===== config.mk =====
export PLATFORM = sky130hd
export DESIGN_NAME = game_judge
export DESIGN_NICKNAME = d
export VERILOG_FILES = /design/src/rtl/game_judge.sv
export SDC_FILE = /design/constraint.sdc
export NUM_CORES = 1
export LEC_CHECK = 0
export CAP_MARGIN = 20
export CORE_MARGIN = 1.5
export CORE_UTILIZATION = 30
export CTS_BUF_LIST = sky130_fd_sc_hd__clkbuf_8
export CTS_CLUSTER_SIZE = 10
export DETAILED_ROUTE_END_ITERATION = 10
export PLACE_DENSITY = 0.46
export SKIP_CTS_REPAIR_TIMING = 1
export SLEW_MARGIN = 10
export SYNTH_ARGS = -nofsm -noshare
export SYNTH_HDL_FRONTEND = slang
export SYNTH_SLANG_ARGS = --single-unit

===== constraint.sdc =====
create_clock -name clk_gj -period 4.1 [get_ports clk_gj]
set_input_delay 0.615 -clock clk_gj [delete_from_list [all_inputs] [get_ports clk_gj]]
set_output_delay 0.615 -clock clk_gj [all_outputs]
set_load 0.03 [all_outputs]

===== src/rtl/game_judge.sv =====
// N x N, K-in-a-row game-status engine: tracks turn, scans the board one cell per cycle after
// each move for a K-line of the mover, and keeps game/win counters.
//   state    | meaning
//   ST_TURN1 | P1 to move
//   ST_TURN2 | P2 to move
//   ST_DRAW  | board full, no winner
//   ST_WIN1  | P1 has won
//   ST_WIN2  | P2 has won
//   ST_SCAN  | checking cells of the snapshot for a mover line
module game_judge #(
    parameter int N         = 3,
    parameter int K         = 3,
    parameter int CNT_W     = 4,
    parameter int SCORE_W   = 4,
    parameter int ALT_START = 0
) (
    input  logic               clk_gj,
    input  logic               rst_gj,
    input  logic               move_gj,
    input  logic               new_game_gj,
    input  logic [N*N-1:0]     p1_grid_gj,
    input  logic [N*N-1:0]     p2_grid_gj,
    output logic [2:0]         state_gj,
    output logic               busy_gj,
    output logic               done_gj,
    output logic [CNT_W-1:0]   game_cnt_gj,
    output logic [SCORE_W-1:0] p1_wins_gj,
    output logic [SCORE_W-1:0] p2_wins_gj
);
    localparam int CELLS = N * N;
    localparam int IDX_W = $clog2(CELLS);
    localparam int RC_W  = $clog2(N);

    typedef enum logic [2:0] {
        ST_TURN1 = 3'd0,
        ST_TURN2 = 3'd1,
        ST_DRAW  = 3'd2,
        ST_WIN1  = 3'd3,
        ST_WIN2  = 3'd4,
        ST_SCAN  = 3'd5
    } state_t;

    state_t               r_state, w_state_nxt;
    logic                 r_starter, r_mover, r_done;
    logic [IDX_W-1:0]     r_idx;
    logic [RC_W-1:0]      r_row, r_col;
    logic [CELLS-1:0]     r_snap1, r_snap2;
    logic [CNT_W-1:0]     r_game_cnt;
    logic [SCORE_W-1:0]   r_p1_wins, r_p2_wins;

    logic [CELLS-1:0]     w_grid;
    logic [3:0]           w_line;
    logic                 w_hit, w_last, w_full;
    logic                 w_capture, w_step, w_exit, w_draw, w_win1, w_win2;

    // Directions: 0 right, 1 down, 2 down-right, 3 down-left.
    function automatic int dir_dr(input int d);
        return (d == 0) ? 0 : 1;
    endfunction

    function automatic int dir_dc(input int d);
        case (d)
            0:       return 1;
            1:       return 0;
            2:       return 1;
            default: return -1;
        endcase
    endfunction

    // Off-board cells read as empty, so lines that do not fit can never hit.
    function automatic logic cell_on(input logic [CELLS-1:0] g, input int r, input int c);
        if (r < 0 || r >= N || c < 0 || c >= N) return 1'b0;
        return g[r * N + c];
    endfunction

    always_comb begin
        w_grid = r_mover ? r_snap2 : r_snap1;
        w_line = '1;
        for (int d = 0; d < 4; d++) begin
            for (int t = 0; t < K; t++) begin
                if (!cell_on(w_grid, int'(r_row) + t * dir_dr(d), int'(r_col) + t * dir_dc(d)))
                    w_line[d] = 1'b0;
            end
        end
        w_hit  = |w_line;
        w_last = (r_idx == IDX_W'(CELLS - 1));
        w_full = &(r_snap1 | r_snap2);
    end

    always_comb begin
        w_state_nxt = r_state;
        w_capture   = 1'b0;
        w_step      = 1'b0;
        w_exit      = 1'b0;
        w_draw      = 1'b0;
        w_win1      = 1'b0;
        w_win2      = 1'b0;
        if (new_game_gj) begin
            w_state_nxt = r_starter ? ST_TURN2 : ST_TURN1;
        end else begin
            case (r_state)
                ST_TURN1, ST_TURN2: begin
                    if (move_gj) begin
                        w_state_nxt = ST_SCAN;
                        w_capture   = 1'b1;
                    end
                end
                ST_SCAN: begin
                    if (w_hit) begin
                        w_exit      = 1'b1;
                        w_win1      = ~r_mover;
                        w_win2      = r_mover;
                        w_state_nxt = r_mover ? ST_WIN2 : ST_WIN1;
                    end else if (w_last) begin
                        w_exit = 1'b1;
                        if (w_full) begin
                            w_draw      = 1'b1;
                            w_state_nxt = ST_DRAW;
                        end else begin
                            w_state_nxt = r_mover ? ST_TURN1 : ST_TURN2;
                        end
                    end else begin
                        w_step = 1'b1;
                    end
                end
                ST_DRAW, ST_WIN1, ST_WIN2: w_state_nxt = r_state;
                default:                   w_state_nxt = ST_TURN1;
            endcase
        end
    end

    always_ff @(posedge clk_gj) begin
        if (rst_gj) r_state <= ST_TURN1;
        else        r_state <= w_state_nxt;
    end

    always_ff @(posedge clk_gj) begin
        if (rst_gj) begin
            r_starter  <= 1'b0;
            r_mover    <= 1'b0;
            r_done     <= 1'b0;
            r_idx      <= '0;
            r_row      <= '0;
            r_col      <= '0;
            r_snap1    <= '0;
            r_snap2    <= '0;
            r_game_cnt <= '0;
            r_p1_wins  <= '0;
            r_p2_wins  <= '0;
        end else begin
            r_done <= w_exit;
            if (new_game_gj && ALT_START != 0) r_starter <= ~r_starter;
            if (w_capture) begin
                r_snap1 <= p1_grid_gj;
                r_snap2 <= p2_grid_gj;
                r_mover <= (r_state == ST_TURN2);
                r_idx   <= '0;
                r_row   <= '0;
                r_col   <= '0;
            end
            if (w_step) begin
                r_idx <= r_idx + 1'b1;
                if (r_col == RC_W'(N - 1)) begin
                    r_col <= '0;
                    r_row <= r_row + 1'b1;
                end else begin
                    r_col <= r_col + 1'b1;
                end
            end
            if (w_draw || w_win1 || w_win2) r_game_cnt <= r_game_cnt + 1'b1;
            if (w_win1 && r_p1_wins != '1)  r_p1_wins  <= r_p1_wins + 1'b1;
            if (w_win2 && r_p2_wins != '1)  r_p2_wins  <= r_p2_wins + 1'b1;
        end
    end

    assign state_gj    = r_state;
    assign busy_gj     = (r_state == ST_SCAN);
    assign done_gj     = r_done;
    assign game_cnt_gj = r_game_cnt;
    assign p1_wins_gj  = r_p1_wins;
    assign p2_wins_gj  = r_p2_wins;
endmodule


======== Yosys cells after proc, flatten, opt, wreduce, memory -nomap -nowiden ========
Index checks and enable logic that the tools add are counted.
storage, ports and cells
  ROM bits ................................ 0
  output and inout port bits .............. 17
  bits in writable memories ............... 0
  memories ................................ 0
  register bits after elaboration ......... 43
  logic and storage cells ................. 208
  input port bits ......................... 22
  bits in latches ......................... 0
cells by class
  equality and inequality tests ........... 12
  $add $sub $neg .......................... 21
  reductions and logical operators ........ 33
  order comparisons ....................... 25
  bitwise operators ....................... 3
  multiply operators ...................... 3
  shifts and indexed selects .............. 0
  mux-type cells .......................... 100
  div/mod/pow operators ................... 0
operator list
  kind                 number
  $lt 32x6->1 const B  6
  $mux 1               75
  $add 32x3->32        2
  $add 32x32->32       2
  $add 32x4->32        2
  $bmux 1 s4           9
  $logic_or 1x1->1     23
  $add 4x1->4 const B  4
  $mux 3               5
  $add 6x4->7          2
  $lt 7x6->1 const B   2
  $mux 2               7
  $ge 3x2->1 const B   4
  $lt 3x1->1 const B   4
  $mul 3x2->5 const B  2
  $mux 9               1
  $or 9x9->9           1
  $pmux 3 s3           1
  $reduce_and 9->1     1
  $ge 4x3->1 const B   2
  $lt 4x1->1 const B   2
  $mux 4               2
  $ne 4x4->1 const B   2
  $add 2x1->3 const B  2
  other kinds (25)     34

======== Logic depth before layout (Yosys ltp) ========
  word-level depth ........................ 15
  mapped depth ............................ 17
  mapped depth without buffers ............ 14

======== Worst setup path after synthesis ========
OpenSTA, ideal clock, no wires.
  path type ............................... register to register
  start ................................... reg r_col[1]
  end ..................................... reg r_game_cnt[3], in the netlist game_cnt_gj[3]
  data required time ...................... 3.977 ns
  library setup time ...................... 0.123 ns
  stages on the path, launching flop included .. 14
  data arrival time ....................... 4.119 ns
  clock period less this slack ............ 4.243 ns
  path slack .............................. -0.143 ns
  buffers on the path ..................... 1
  path through ............................ dfxtp_1 inv_1 ha_1 clkbuf_1 xor2_1 ha_1 mux4_2 mux4_2 and3b_1 o22a_1 a211oi_2 nor3_1 a211oi_1 mux2_1
on the way
  longest elaborated chain between the ends .. 14
  elaborated cells between the ends (all ways) .. 107
  those cells by class .................... add/sub: 13; order compare: 10; mux: 63; reduce/logical: 21
ends and longest elaborated chain
  item                                                        line    RTL
  start: declaration                                          46      logic [RC_W-1:0] r_row, r_col;
  start signal: assignment                                    167     r_col <= r_col + 1'b1;
  $add 2x1->3, or another cell as far along                   81      if (!cell_on(w_grid, int'(r_row) + t * dir_dr(d), int'(r_col) + t * dir_dc(d)))
  $add 32x32->32, or another cell as far along                73      return g[r * N + c];
  $bmux 1 s4, or another cell as far along                    73
  $mux 1 (not written as such), or another cell as far along  73
  $mux 1 (on tied branches)                                   73, 72
  $mux 1 (on tied branches)                                   73, 81
  $mux 1 (2 in a row)                                         81
  $reduce_or 4->1 (*)                                         85      w_hit = |w_line;
  $mux 1                                                      109     if (w_hit) begin
  $mux 1                                                      101     case (r_state)
  $mux 1                                                      98      if (new_game_gj) begin
  $logic_or 1x1->1                                            170     if (w_draw || w_win1 || w_win2) r_game_cnt <= r_game_cnt + 1'b1;
  $logic_or 1x1->1 (*)                                        170
  end signal: assignment                                      170
  end: declaration                                            48      logic [CNT_W-1:0] r_game_cnt;
Every way passes the cells marked *; elsewhere a longest branch is shown, timed or not. The select of a mux whose other input is x is not followed.
A chain may end at the register's enable or synchronous reset.

======== Worst setup path in the final report ========
  start ................................... reg r_row[0]
  end ..................................... reg r_game_cnt[3], in the netlist game_cnt_gj[3]
on the way
  longest elaborated chain between the ends .. 15
  elaborated cells between the ends (all ways) .. 107
  those cells by class .................... add/sub: 11; mul: 3; order compare: 6; mux: 63; reduce/logical: 24
ends and longest elaborated chain
  item                                                        line    RTL
  start: declaration                                          46
  start signal: assignment                                    165     r_row <= r_row + 1'b1;
  $add 2x1->3, or another cell as far along                   81
  $mul 3x2->5, or another cell as far along                   73
  $add 32x3->32, or another cell as far along                 73
  $bmux 1 s4, or another cell as far along                    73
  $mux 1 (not written as such), or another cell as far along  73
  $mux 1 (on tied branches)                                   73, 72
  $mux 1 (on tied branches)                                   73, 81
  $mux 1 (2 in a row)                                         81
  $reduce_or 4->1 (*)                                         85
  $mux 1                                                      109
  $mux 1                                                      101
  $mux 1                                                      98
  $logic_or 1x1->1                                            170
  $logic_or 1x1->1 (*)                                        170
Marks and branches as above.

==> run summary <==
In the final layout, the multi-input gates occupy 0.00289 mm^2. The Yosys step of the flow raised 0 warnings. The total overflow left after global routing is 0. The internal power of the cells totals 0.000672 W. Synthesis-to-finish area growth: 20.8%. In this run the most critical hold path is launched from r_snap1[8]. Measured along the y axis, the die boundary spans 118 um. The area inside the core boundary was 0.0127 mm^2; the required time of the critical path was 4.30 ns. The worst slew slack as a fraction of its limit is 0.384, and the depth of the CTS H-tree is 2. The effective utilization at floorplan is 0.309, and the minimum clock period is 3.89 ns. Dominant synthesized flop cell: sky130_fd_sc_hd__dfxtp_1.

The largest individual stage delay along the critical path comes from the cell sky130_fd_sc_hd__ha_1. The switching share of power was 0.263. For the sequential power share, the log shows 0.492. After detailed routing, the number of remaining DRC violations is 0. The average instance in the mapped netlist occupies 8.84 um^2.

For the share of the core filled with cells, the log shows 0.374. The run gives 49 as the pin count of the biggest net entering global routing. The hold violation count in the final report is 0.

TritonCTS built the clock tree. Across the whole layout, storage elements account for 866 um^2. The global router's overall resource usage was 0.153; the arrival time at the worst endpoint was 4.09 ns. The power per standard cell area was 192 mW/mm^2. Count of flip-flops with a built-in enable after synthesis: 0. The final clock period utilization by the worst path came out at 0.949.

For the number of nets in the finished design, the log shows 549. Together, buffers and inverters on the worst path number 4. The worst register-to-register path begins at r_row[0]. Dividing the detail-routed via count by the number of cells gives 5.17. The tools report the via count of the first global-routing pass as 3367. Max-capacitance violation count: 0. The root buffer cell chosen for the clock tree is sky130_fd_sc_hd__clkbuf_8. The combinational share of power is 0.143, and the buffer levels on the longest clock path is 2. STA classifies the critical path startpoint as a flip-flop. The count of boundary I/O pins was 39; the routed length per instance was 15.7 um. The die width came out at 118 um.

After detailed routing, the total wire length is 10400 um. For the number of placement rows, the log shows 41. The analysis attributes to cell leakage a power of 1.78 nW. After synthesis the netlist holds a flip-flop and latch count of 43. The number of antenna violations at the first check in global routing was 0. The first global-routing pass estimated 17300 um of wire. VDD sags by at most 0.135 mV.

For the number of distinct library cell variants in the gate-level netlist after synthesis, the log shows 70. Detailed placement ended at an HPWL of 7990 um. The CTS clock-pin slew for the worst setup and hold paths is 0.09 ns, and the number of max-slew violations in the final report is 0. Setup slack on the worst reg-to-reg path comes out at 0.21 ns.

Clock skew on the completed layout was measured at 0.0141 ns. At the later pin of the worst-skew pair, clock insertion delay measures 0.31 ns. The run gives 0.00394 mm^2 as the cell area after synthesis. The tools report the total vias in the final route as 3421. The slew at the pin closest to its max-slew limit works out to 0.924 ns.

The final antenna diode count was 0; the count of input and output buffers was 38. Counting stages on the worst path, the most repeated cell is sky130_fd_sc_hd__buf_4. Worst hold path class: reg2reg. The overall power of the completed layout came out at 0.000911 W. The count of nets left with antenna violations once routing finished came out at 0. Cell count after synthesis: 445. The TritonCTS sink count was 43. For this run, the slowest stage of the critical path takes 0.60 ns. The total negative setup slack is 0 ns, and the net count after synthesis is 505.

The signal on the critical path passes through inv_1 -> buf_4 -> ha_1 -> buf_4 -> mux4_2 -> mux2i_1 -> o211a_1 -> a211o_1 -> a311oi_1 -> buf_4 -> a211oi_4 -> nor3_1 -> a211oi_1 -> mux2_1. The run gives 0.219 as the register area share after synthesis. After the first detailed-routing iteration, the DRC count stood at 103.

Derived from the worst setup path, the maximum achievable clock frequency is 0.257 GHz. Setup repair after global routing left no endpoint under its margin. The share of power burned in the clock network came out at 0.365. Setup violations remaining at the end of the flow were counted as 0. The async set or reset register ratio after synthesis is 0. Launching element of the worst setup path: r_row[0]. In this design, the largest share of critical-path delay is due to multiplexers.

At the end of routability-driven placement, the weighted congestion stood at 0.865. The highest net fanout along the worst path came out at 11. The worst setup path is of the reg2reg kind. In this run the power spent charging and discharging nets is 0.000239 W. Counting the fill cells in the layout gives 1360. Clock tree synthesis inserted a total of 5 buffers. The share of final-layout standard cells stronger than drive strength 1 works out to 0.149. The flow ran to the end, and the final reports show no timing, DRC or antenna violations. For the number of iterations in the first detailed-routing pass, the log shows 4. The area enclosed by the die boundary is 0.0138 mm^2.

STA classifies the critical path endpoint as a flip-flop.
-- final cells by class --
type                            count  share of cell area
Clock inverter                      3             0.00790
Tap cell                          172              0.0453
Sequential cell                    43               0.182
Clock buffer                        5              0.0145
Inverter                           27              0.0221
Multi-Input combinational cell    351               0.609
Timing Repair Buffer               61               0.119
-- power groups by stage --
stage | Sequential (W) | Combinational [W] | Clock [W]
after floorplan | 0.000455 | 0.0000778 | 0
after global placement | 0.000458 | 0.000128 | 0
after detailed placement | 0.000458 | 0.000129 | 0
after CTS | 0.000448 | 0.000129 | 0.000346
after global routing | 0.000451 | 0.000143 | 0.000367
final | 0.000448 | 0.000130 | 0.000333
-- final timing paths --
path,endpoint,depth (start not counted)
hold reg to reg,r_snap1[8],2
setup reg to reg,game_cnt_gj[3],14
setup / recovery,game_cnt_gj[3],14
hold / removal,r_snap1[8],2
-- synthesized netlist by cell type, types with 5 or more instances --
cell type,count,area (um^2)
sky130_fd_sc_hd__nand2_1,64,240
sky130_fd_sc_hd__dfxtp_1,43,861
sky130_fd_sc_hd__a21oi_1,35,175
sky130_fd_sc_hd__ha_1,33,413
sky130_fd_sc_hd__inv_1,26,97.6
sky130_fd_sc_hd__mux2i_1,19,190
sky130_fd_sc_hd__mux4_2,19,428
sky130_fd_sc_hd__nor2_1,19,71.3
sky130_fd_sc_hd__nor3_1,17,85.1
sky130_fd_sc_hd__clkbuf_1,16,60.1
sky130_fd_sc_hd__nand3_1,15,75.1
sky130_fd_sc_hd__xnor2_1,12,105
sky130_fd_sc_hd__mux2_2,9,101
sky130_fd_sc_hd__nor2b_1,7,43.8
sky130_fd_sc_hd__o21ai_0,7,35.0
sky130_fd_sc_hd__nand4_1,6,37.5
sky130_fd_sc_hd__a31oi_1,5,31.3
sky130_fd_sc_hd__fa_1,5,100
sky130_fd_sc_hd__xor2_1,5,43.8
-- stage by stage --
step	instance area (um^2)	cells	hold WS [ns]	setup WS [ns]
2_1_floorplan	3950	445	0.449	0.0564
3_3_place_gp	4600	652	0.468	0.0950
3_5_place_dp	4600	652	0.474	0.0433
4_1_cts	4710	660	0.486	0.0350
5_1_grt	4750	662	0.532	0.0291
6_report	4750	662	0.485	0.211
-- cell usage in the layout, fill, tap and decap left out, types with 3 or more instances in the layout --
master and count:
sky130_fd_sc_hd__nand2_1 64, sky130_fd_sc_hd__dfxtp_1 41, sky130_fd_sc_hd__clkdlybuf4s50_1 38, sky130_fd_sc_hd__a21oi_1 35, sky130_fd_sc_hd__ha_1 31, sky130_fd_sc_hd__inv_1 27
sky130_fd_sc_hd__buf_4 22, sky130_fd_sc_hd__nor2_1 19, sky130_fd_sc_hd__mux2i_1 19, sky130_fd_sc_hd__mux4_2 19, sky130_fd_sc_hd__nor3_1 16, sky130_fd_sc_hd__nand3_1 15
sky130_fd_sc_hd__xnor2_1 11, sky130_fd_sc_hd__mux2_2 9, sky130_fd_sc_hd__o21ai_0 7, sky130_fd_sc_hd__nor2b_1 7, sky130_fd_sc_hd__nand4_1 6, sky130_fd_sc_hd__xor2_1 5
sky130_fd_sc_hd__a31oi_1 5, sky130_fd_sc_hd__clkbuf_8 5, sky130_fd_sc_hd__o21ai_1 4, sky130_fd_sc_hd__nand2b_1 4, sky130_fd_sc_hd__and3b_1 4, sky130_fd_sc_hd__fa_1 4
sky130_fd_sc_hd__and3_1 3, sky130_fd_sc_hd__or3_1 3, sky130_fd_sc_hd__o211ai_1 3, sky130_fd_sc_hd__a32oi_1 3
-- worst reg2reg max path, delay by kind of cell, from the launching register on --
family,cells,cell delay [ns]
mux,3,1.18
flops,1,0.34
simple gates,1,0.09
buf+inv,4,0.63
compound gates,5,0.95
fa+ha+maj,1,0.60
-- routing by layer --
metal | part of all wire | wire length [um] | up-vias | track usage
met5 | 0 | 0 | - | 0
met4 | 0.0070 | 73 | 0 | 0.0396
met3 | 0.032 | 337 | 4 | 0.0233
met2 | 0.48 | 5010 | 59 | 0.255
met1 | 0.48 | 4990 | 1658 | 0.206
li1 | - | - | 1700 | -
-- sequential cells by signal (all words and copies together) (netlist names) --
register and flops:
p1_wins_gj 4, p2_wins_gj 4, r_snap2 9, done_gj 1, r_idx 4, r_snap1 9
state_gj 3, game_cnt_gj 4, r_col 2, r_row 2, r_mover 1
-- kinds of logic after synthesis --
group / count (synthesis) / synth area share
adder cells (fa/ha/maj): 40 / 0.135
buffers and inverters: 51 / 0.0553
AND/OR/NAND/NOR: 158 / 0.197
flip-flops: 43 / 0.219
XOR/XNOR: 20 / 0.0537
AO/OA/AOI/OAI: 83 / 0.140
multiplexers: 50 / 0.199
Note: power is estimated with default switching activity, not from simulation.
